### src/rtl/key_challenger.sv
// key_challenger: replays a loaded challenge on the CLE208 key bus and checks the 1-bit responses.
// Latency: start-to-done = 1 + N*(SETUP_CYC+3) cycles; empty buffer finishes in 1 cycle.
// Backpressure: pushes, clears and starts are ignored while busy; a push into a full buffer sets ch_ovf.
// Option: define KEY_CHALLENGER_ABORT_EN to end the sequence after the first mismatching step.
module key_challenger #(
  parameter int STEPS     = 16,
  parameter int SETUP_CYC = 1
) (
  input  logic        clk,
  input  logic        rst,
  input  logic        ch_wr,
  input  logic [4:0]  ch_wdata,
  input  logic        ch_clr,
  input  logic        start,
  output logic        busy,
  output logic        done,
  output logic        pass,
  output logic [15:0] resp,
  output logic [4:0]  ch_count,
  output logic        ch_ovf,
  output logic        sser_n,
  output logic        ba13,
  output logic        ba12,
  output logic [3:0]  ba_nib,
  output logic        br_w,
  output logic        key_clk,
  input  logic        key_d
);

  localparam int AW = $clog2(STEPS);

  typedef enum logic [2:0] {IDLE, SETUP, SAMPLE, CLOCK, RECOVER, FINISH} state_t;

  state_t      state, state_nxt;
  logic [4:0]  mem [STEPS];
  logic [3:0]  step;
  logic [2:0]  scnt;
  logic        mismatch;
  logic        clr_ok, wr_ok, ovf_set, last, stop, active;
  logic [4:0]  count_upd;
  logic [4:0]  cur;

  // Buffer write/clear qualification; count_upd lets a same-cycle start see the new entry.
  always_comb begin
    clr_ok    = ch_clr & ~busy;
    wr_ok     = ch_wr & ~busy & ~clr_ok & (ch_count < 5'(STEPS));
    ovf_set   = ch_wr & ~busy & ~clr_ok & (ch_count == 5'(STEPS));
    count_upd = clr_ok ? 5'd0 : (wr_ok ? ch_count + 5'd1 : ch_count);
    cur       = mem[step[AW-1:0]];
    last      = ({1'b0, step} + 5'd1) >= ch_count;
`ifdef KEY_CHALLENGER_ABORT_EN
    stop      = last | mismatch;
`else
    stop      = last;
`endif
  end

  // State register.
  always_ff @(posedge clk) begin
    if (rst) state <= IDLE;
    else     state <= state_nxt;
  end

  // Next-state logic: one step is SETUP_CYC setup cycles, then sample, clock and recover.
  always_comb begin
    state_nxt = state;
    case (state)
      IDLE:    if (start) state_nxt = (count_upd != 5'd0) ? SETUP : FINISH;
      SETUP:   if (scnt == 3'(SETUP_CYC - 1)) state_nxt = SAMPLE;
      SAMPLE:  state_nxt = CLOCK;
      CLOCK:   state_nxt = RECOVER;
      RECOVER: state_nxt = stop ? FINISH : SETUP;
      FINISH:  state_nxt = IDLE;
      default: state_nxt = IDLE;
    endcase
  end

  // Key bus outputs decoded from the state; address and select are held across sample and clock.
  always_comb begin
    active  = (state == SETUP) || (state == SAMPLE) || (state == CLOCK);
    sser_n  = ~active;
    ba13    = 1'b0;
    ba12    = active;
    br_w    = active;
    key_clk = (state == CLOCK);
    ba_nib  = active ? cur[3:0] : 4'd0;
  end

  // Challenge storage; contents need no reset since ch_count defines what is valid.
  always_ff @(posedge clk) begin
    if (wr_ok) mem[ch_count[AW-1:0]] <= ch_wdata;
  end

  // Buffer bookkeeping, step sequencing and result capture.
  always_ff @(posedge clk) begin
    if (rst) begin
      ch_count <= 5'd0;
      ch_ovf   <= 1'b0;
      busy     <= 1'b0;
      done     <= 1'b0;
      pass     <= 1'b0;
      resp     <= 16'd0;
      step     <= 4'd0;
      scnt     <= 3'd0;
      mismatch <= 1'b0;
    end else begin
      ch_count <= count_upd;
      if (clr_ok)       ch_ovf <= 1'b0;
      else if (ovf_set) ch_ovf <= 1'b1;
      if (clr_ok) begin
        done <= 1'b0;
        pass <= 1'b0;
      end
      case (state)
        IDLE: if (start) begin
          busy     <= (count_upd != 5'd0);
          done     <= 1'b0;
          pass     <= 1'b0;
          resp     <= 16'd0;
          mismatch <= 1'b0;
          step     <= 4'd0;
          scnt     <= 3'd0;
        end
        SETUP:  scnt <= scnt + 3'd1;
        SAMPLE: begin
          resp[step] <= key_d;
          if (key_d != cur[4]) mismatch <= 1'b1;
        end
        RECOVER: begin
          step <= step + 4'd1;
          scnt <= 3'd0;
        end
        // busy is only set for a non-empty run, so an empty start always reports fail.
        FINISH: begin
          busy <= 1'b0;
          done <= 1'b1;
          pass <= busy & ~mismatch;
        end
        default: ;
      endcase
    end
  end

endmodule
### config.mk
export PLATFORM = sky130hd
export DESIGN_NAME = key_challenger
export DESIGN_NICKNAME = d
export VERILOG_FILES = /design/src/rtl/key_challenger.sv
export SDC_FILE = /design/constraint.sdc
export NUM_CORES = 1
export LEC_CHECK = 0
export CORE_UTILIZATION = 45
export DETAILED_ROUTE_END_ITERATION = 16
export GPL_TIMING_DRIVEN = 0
export HOLD_SLACK_MARGIN = 0.02
export REMOVE_ABC_BUFFERS = 1
export SYNTH_ARGS = -nofsm -noshare
export SYNTH_HDL_FRONTEND = slang
export SYNTH_SLANG_ARGS = --single-unit
### constraint.sdc
create_clock -name clk -period 3.1 [get_ports clk]
set_input_delay 0.465 -clock clk [delete_from_list [all_inputs] [get_ports clk]]
set_output_delay 0.465 -clock clk [all_outputs]
set_load 0.01 [all_outputs]
Word level (Yosys, flattened, before mapping)
Memory sizes are Yosys's and may differ from the RTL's. A register that Yosys moved wholly into a read port is not among the register bits.
Index checks and enable logic that the tools add are counted.
{"block": "totals", "register_bits": 36, "ramBits": 80, "out_inout_bits": 34, "elab_cells": 88, "n_memories": 1}
{"block": "op_classes", "addsub": 4, "n_lt_le_gt_ge": 4, "eq_ne": 10, "n_mux": 32, "n_bitwise": 10, "reduce_logical": 17}
{"name": "mem", "depth": 16, "word_bits": 5, "read_ports": 1, "rd_ports_with_merged_regs": 1, "wr": 1, "line_no": "35", "source": "logic [4:0] mem [STEPS];"}
{"cell": "$pmux 16 s2", "n": 1}
{"cell": "$bwmux 16", "n": 1}
{"cell": "$mux 16", "n": 1}
{"cell": "$mux 4", "n": 4}
{"cell": "$mux 3", "n": 5}
{"cell": "$pmux 3 s5", "n": 1}
{"cell": "$mux 1", "n": 10}
{"cell": "$mux 5", "n": 2}
{"cell": "$reduce_and 2->1", "n": 5}
{"cell": "$pmux 3 s3", "n": 1}
{"cell": "$pmux 1 s2", "n": 4}
{"cell": "$pmux 4 s2", "n": 1}
{"cell": "$and 1x1->1", "n": 6}
{"cell": "$eq 3x2->1 const B", "n": 2}
{"cell": "$eq 3x3->1 const B", "n": 2}
{"cell": "$logic_not 3->1", "n": 2}
{"cell": "$reduce_bool 2->1", "n": 3}
{"cell": "$add 4x1->5 const B", "n": 1}
{"cell": "$add 5x1->5 const B", "n": 1}
{"cell": "$eq 5x5->1 const B", "n": 1}
{"cell": "$ge 5x5->1", "n": 1}
{"cell": "$lt 4x5->1 const B", "n": 1}
{"cell": "$lt 5x5->1 const B", "n": 1}
{"cell": "$reduce_bool 5->1", "n": 1}
{"cell": "other kinds (14)", "n": 19}

Logic depth before layout (Yosys ltp)
{"block": "depth", "ltp_word": 11, "ltp_mapped": 8, "depth_no_buf": 8}

Least setup slack after synthesis
No wires, ideal clock.
{"block": "synth_path", "path_kind": "register to output", "from": "register (tool-made name)", "to": "output port ba_nib[0]", "arrival_time_ns": 1.812, "t_required_ns": 2.635, "path_slack_ns": 0.823, "stages_incl_launch_ff": 6, "path_buffers": 2, "path_cell_list": "dfxtp_1 -> buf_2 -> buf_1 -> mux4_2 -> mux4_2 -> and2_1"}
{"element": "end, declared", "line_no": "24", "source": "output logic [3:0] ba_nib,"}

Worst setup path in the final report
{"block": "layout_path", "from": "input port ch_clr", "to": "memory mem[0][4] (enable)"}
{"block": "layout_between", "elab_chain_len": 6}
{"element": "start, declared", "line_no": "13", "source": "input logic ch_clr,"}
{"element": "$and 1x1->1", "line_no": "45", "source": "clr_ok = ch_clr & ~busy;"}
{"element": "$not 1->1", "line_no": "46", "source": "wr_ok = ch_wr & ~busy & ~clr_ok & (ch_count < 5'(STEPS));"}
{"element": "$and 1x1->1 (2 in a row)", "line_no": "46"}
{"element": "$mux 1", "line_no": "91", "source": "if (wr_ok) mem[ch_count[AW-1:0]] <= ch_wdata;"}
{"element": "$mux 1 (implied by the code)", "line_no": "91"}
{"element": "end, declared", "line_no": "35"}
No other way between the ends.

==> summary.md <==
| Metric | Value |
|---|---|
| Synth Cell Area | `5270 um^2` |
| Sink Count | `120` |
| Count of cell types in the netlist | `49` |
| Status | `complete, no violations` |
| Static Leak | `2.16 nW` |
| Reg2Reg Setup Slack | `340 ps` |
| FP Rows | `39` |
| Port Buf Inserts | `43` |
| Worst slew pin tran | `1180 ps` |
| Final global-route overflow total | `0` |
| Yosys reg bits | `120` |
| Routed WL | `10,700 um` |
| Critical path required time | `3130 ps` |
| Placed Area | `5760 um^2` |
| Syn-to-layout area delta | `20.9%` |
| Top cell type by total area after synthesis | `edfxtp_1` |
| Hold EP | `resp[13]` |
| Nets | `473` |
| Wire per inst | `17.8 um` |
| # DRC | `0` |
| Die H | `110 um` |
| Placed insts | `569` |
| Layout Cells excl Fill | `603` |
| Fin crit share | `94.0%` |
| Max Freq | `343 MHz` |
| Most used DFF post-synth | `edfxtp_1` |
| WP data arrival | `2940 ps` |
| First-pass GRT wire length | `16,600 um` |
| Finish-stage setup viols | `0` |
| Seq/Total Area, Yosys | `60.8%` |
| Vias in the first global route | `3,142` |
| Antenna violation net count after detailed routing | `0` |
| Hold slack final | `470 ps` |
| Worst Clk Skew | `11.0 ps` |
| Clock slew at reported path FFs | `50 ps` |
| Post-layout util | `55.8%` |
| Max Buffers Root-to-Sink | `2` |
| IO Count | `45` |
| Synthesized instance count | `406` |
| Max Slew Vio Count | `0` |
| Pwr Density | `701 nW/um^2` |
| Post-synth ARST share | `0%` |
| CP endpoint kind | `register` |
| GRT Total Usage | `19.0%` |
| Critical path class | `input port to register` |
| DR vias | `3,378` |
| Total of max-cap violations | `0` |
| Core Footprint | `11,400 um^2` |
| CTS root buffer | `clkbuf_16` |
| Ant. Diodes | `0` |
| Worst reg2reg startpoint | `busy` |
| Commonest non-fill, non-tap cell in the layout | `edfxtp_1` |
| Filler cells | `970` |
| Clk_lat worst skew | `420 ps` |
| Yosys Warn Count | `0` |
| Most frequent cells in the layout | `edfxtp_1, a21oi_1, clkdlybuf4s50_1, dfxtp_1, nor2_1` |
| Final Cell Area | `6370 um^2` |
| Multi-input logic area | `1900 um^2` |
| Worst r2r path cells | `4` |
| GPL Wtd Cong | `0.768` |
| Number of flops mapped to enable cells by yosys | `80` |
| RSZ-0062 raised after global routing | `false` |
| Crit Path Max Fanout | `9` |
| CTS tree | `yes` |
| Worst setup SP type | `input port` |
| Layout cell share with drive strength beyond 1 | `10.9%` |
| Die Wd | `110 um` |
| Final Hold Vio Count | `0` |
| Mapped Avg Cell Area | `13.0 um^2` |
| Initial core utilization | `46.1%` |
| Die ar. | `12,100 um^2` |
| Final HPWL DP | `7070 um` |
| Sequential Area | `3210 um^2` |
| Largest net degree at the start of global routing | `33` |
| DR pass1 iterations | `4` |
| Top cells by area, synth | `edfxtp_1, dfxtp_1, mux4_2` |
| CTS H-tree depth | `4` |
| CTS Buf Count | `17` |
| Worst min path class | `register to register` |
| Fin crit period | `2910 ps` |
| Peak supply drop | `0.454 mV` |
| Top cell type's share of synthesized area | `45.6%` |
| Min-Delay Path Depth | `2` |
| Drt via density | `5.60` |
| Hold_sp | `resp[13]` |
| Initial antenna violation count | `0` |
| Slew headroom | `20.8%` |
| Initial DRC count | `226` |
| Reg2Reg Capture Point | `mem[0][4]` |
## per-stage QoR
step / setup slack, ps / TNS [ps] / power [mW]
global route: 14.0 / 0 / 4.65
global placement: -244 / -3890 / 2.59
floorplan: 588 / 0 / 2.31
finish: 186 / 0 / 4.47
CTS: 6.07 / 0 / 4.50
detailed placement: -262 / -3770 / 2.61
## layout make-up
class / count / area share, %
Inverter: 11 / 0.648
Clock buffer: 19 / 6.80
Timing Repair Buffer: 46 / 7.50
Clock inverter: 13 / 2.04
Multi-Input combinational cell: 251 / 29.8
Sequential cell: 120 / 50.4
Tap cell: 143 / 2.81
## flip-flops by register name, summed over array words and instances, names as in the netlist, named ones only
signal,flops
scnt,3
mem,80
done,1
ch_count,5
state,3
busy,1
resp,16
step,4
pass,1
mismatch,1
ch_ovf,1
## critical path: stages
cell	delay, ps
clkdlybuf4s50_1	450
nor3b_1	590
and2_1	410
nand2_1	190
nor3_1	840
## per-layer routing
layer	up-vias	routed length (um)	global-route usage, %	share of wire (%)
li1	1614	-	-	-
met1	1669	5130	26.7	48
met2	85	5020	28.2	47
met3	10	455	5.58	4.2
met4	0	117	7.05	1.1
met5	-	0	0	0
## worst max path at each step
stage	startpoint	endpoint	slack, ps	cells after the start
after floorplan	register	ba_nib[0]	590	3
after CTS	register	ba_nib[1]	6	5
after global placement	register	ba_nib[1]	-240	4
final	ch_clr	mem[0][4]	190	5
after detailed placement	register	ba_nib[1]	-260	4
after global routing	ch_clr	mem[0][1]	10	5
## cells by family (layout without fill, tap and decap cells)
| group | after synthesis | count (layout) | synth area share, % |
|---|---|---|---|
| AO/OA/AOI/OAI | 86 | 86 | 9.12 |
| buffers and inverters | 35 | 89 | 3.21 |
| multiplexers | 27 | 27 | 11.5 |
| XOR/XNOR | 4 | 4 | 0.665 |
| adder cells (fa/ha/maj) | 15 | 15 | 3.56 |
| other | 1 | 1 | 0.0712 |
| AND/OR/NAND/NOR | 118 | 118 | 11.1 |
| flip-flops | 120 | 120 | 60.8 |
## report_power, final
group | leakage, nW | internal (mW) | switching [mW]
combinational | 0.842 | 0.364 | 0.376
clock | 0.276 | 1.17 | 0.687
sequential | 1.05 | 1.75 | 0.114
total | 2.16 | 3.29 | 1.18
## Yosys cell counts (4+ instances only)
master,instances
edfxtp_1,80
a21oi_1,44
dfxtp_1,40
nor2_1,37
nand2_1,26
o21ai_0,24
clkbuf_1,15
ha_1,15
mux4_2,15
inv_1,11
mux4_1,9
and2_1,7
nand2b_1,7
nor3_1,7
and3_1,6
nand3_1,6
nor2b_1,5
nand3b_1,4
xnor2_1,4
## repair_timing
| action | 4_1_cts | 5_1_grt |
|---|---|---|
| endpoints found under the setup margin | 4 | 2 |
| endpoints found under the hold margin | 0 | 0 |
| buffers inserted | 2 | 0 |
| hold buffers | 0 | 0 |
| resized for setup | 6 | 2 |
No activity file was read; power rests on OpenSTA's default activity.
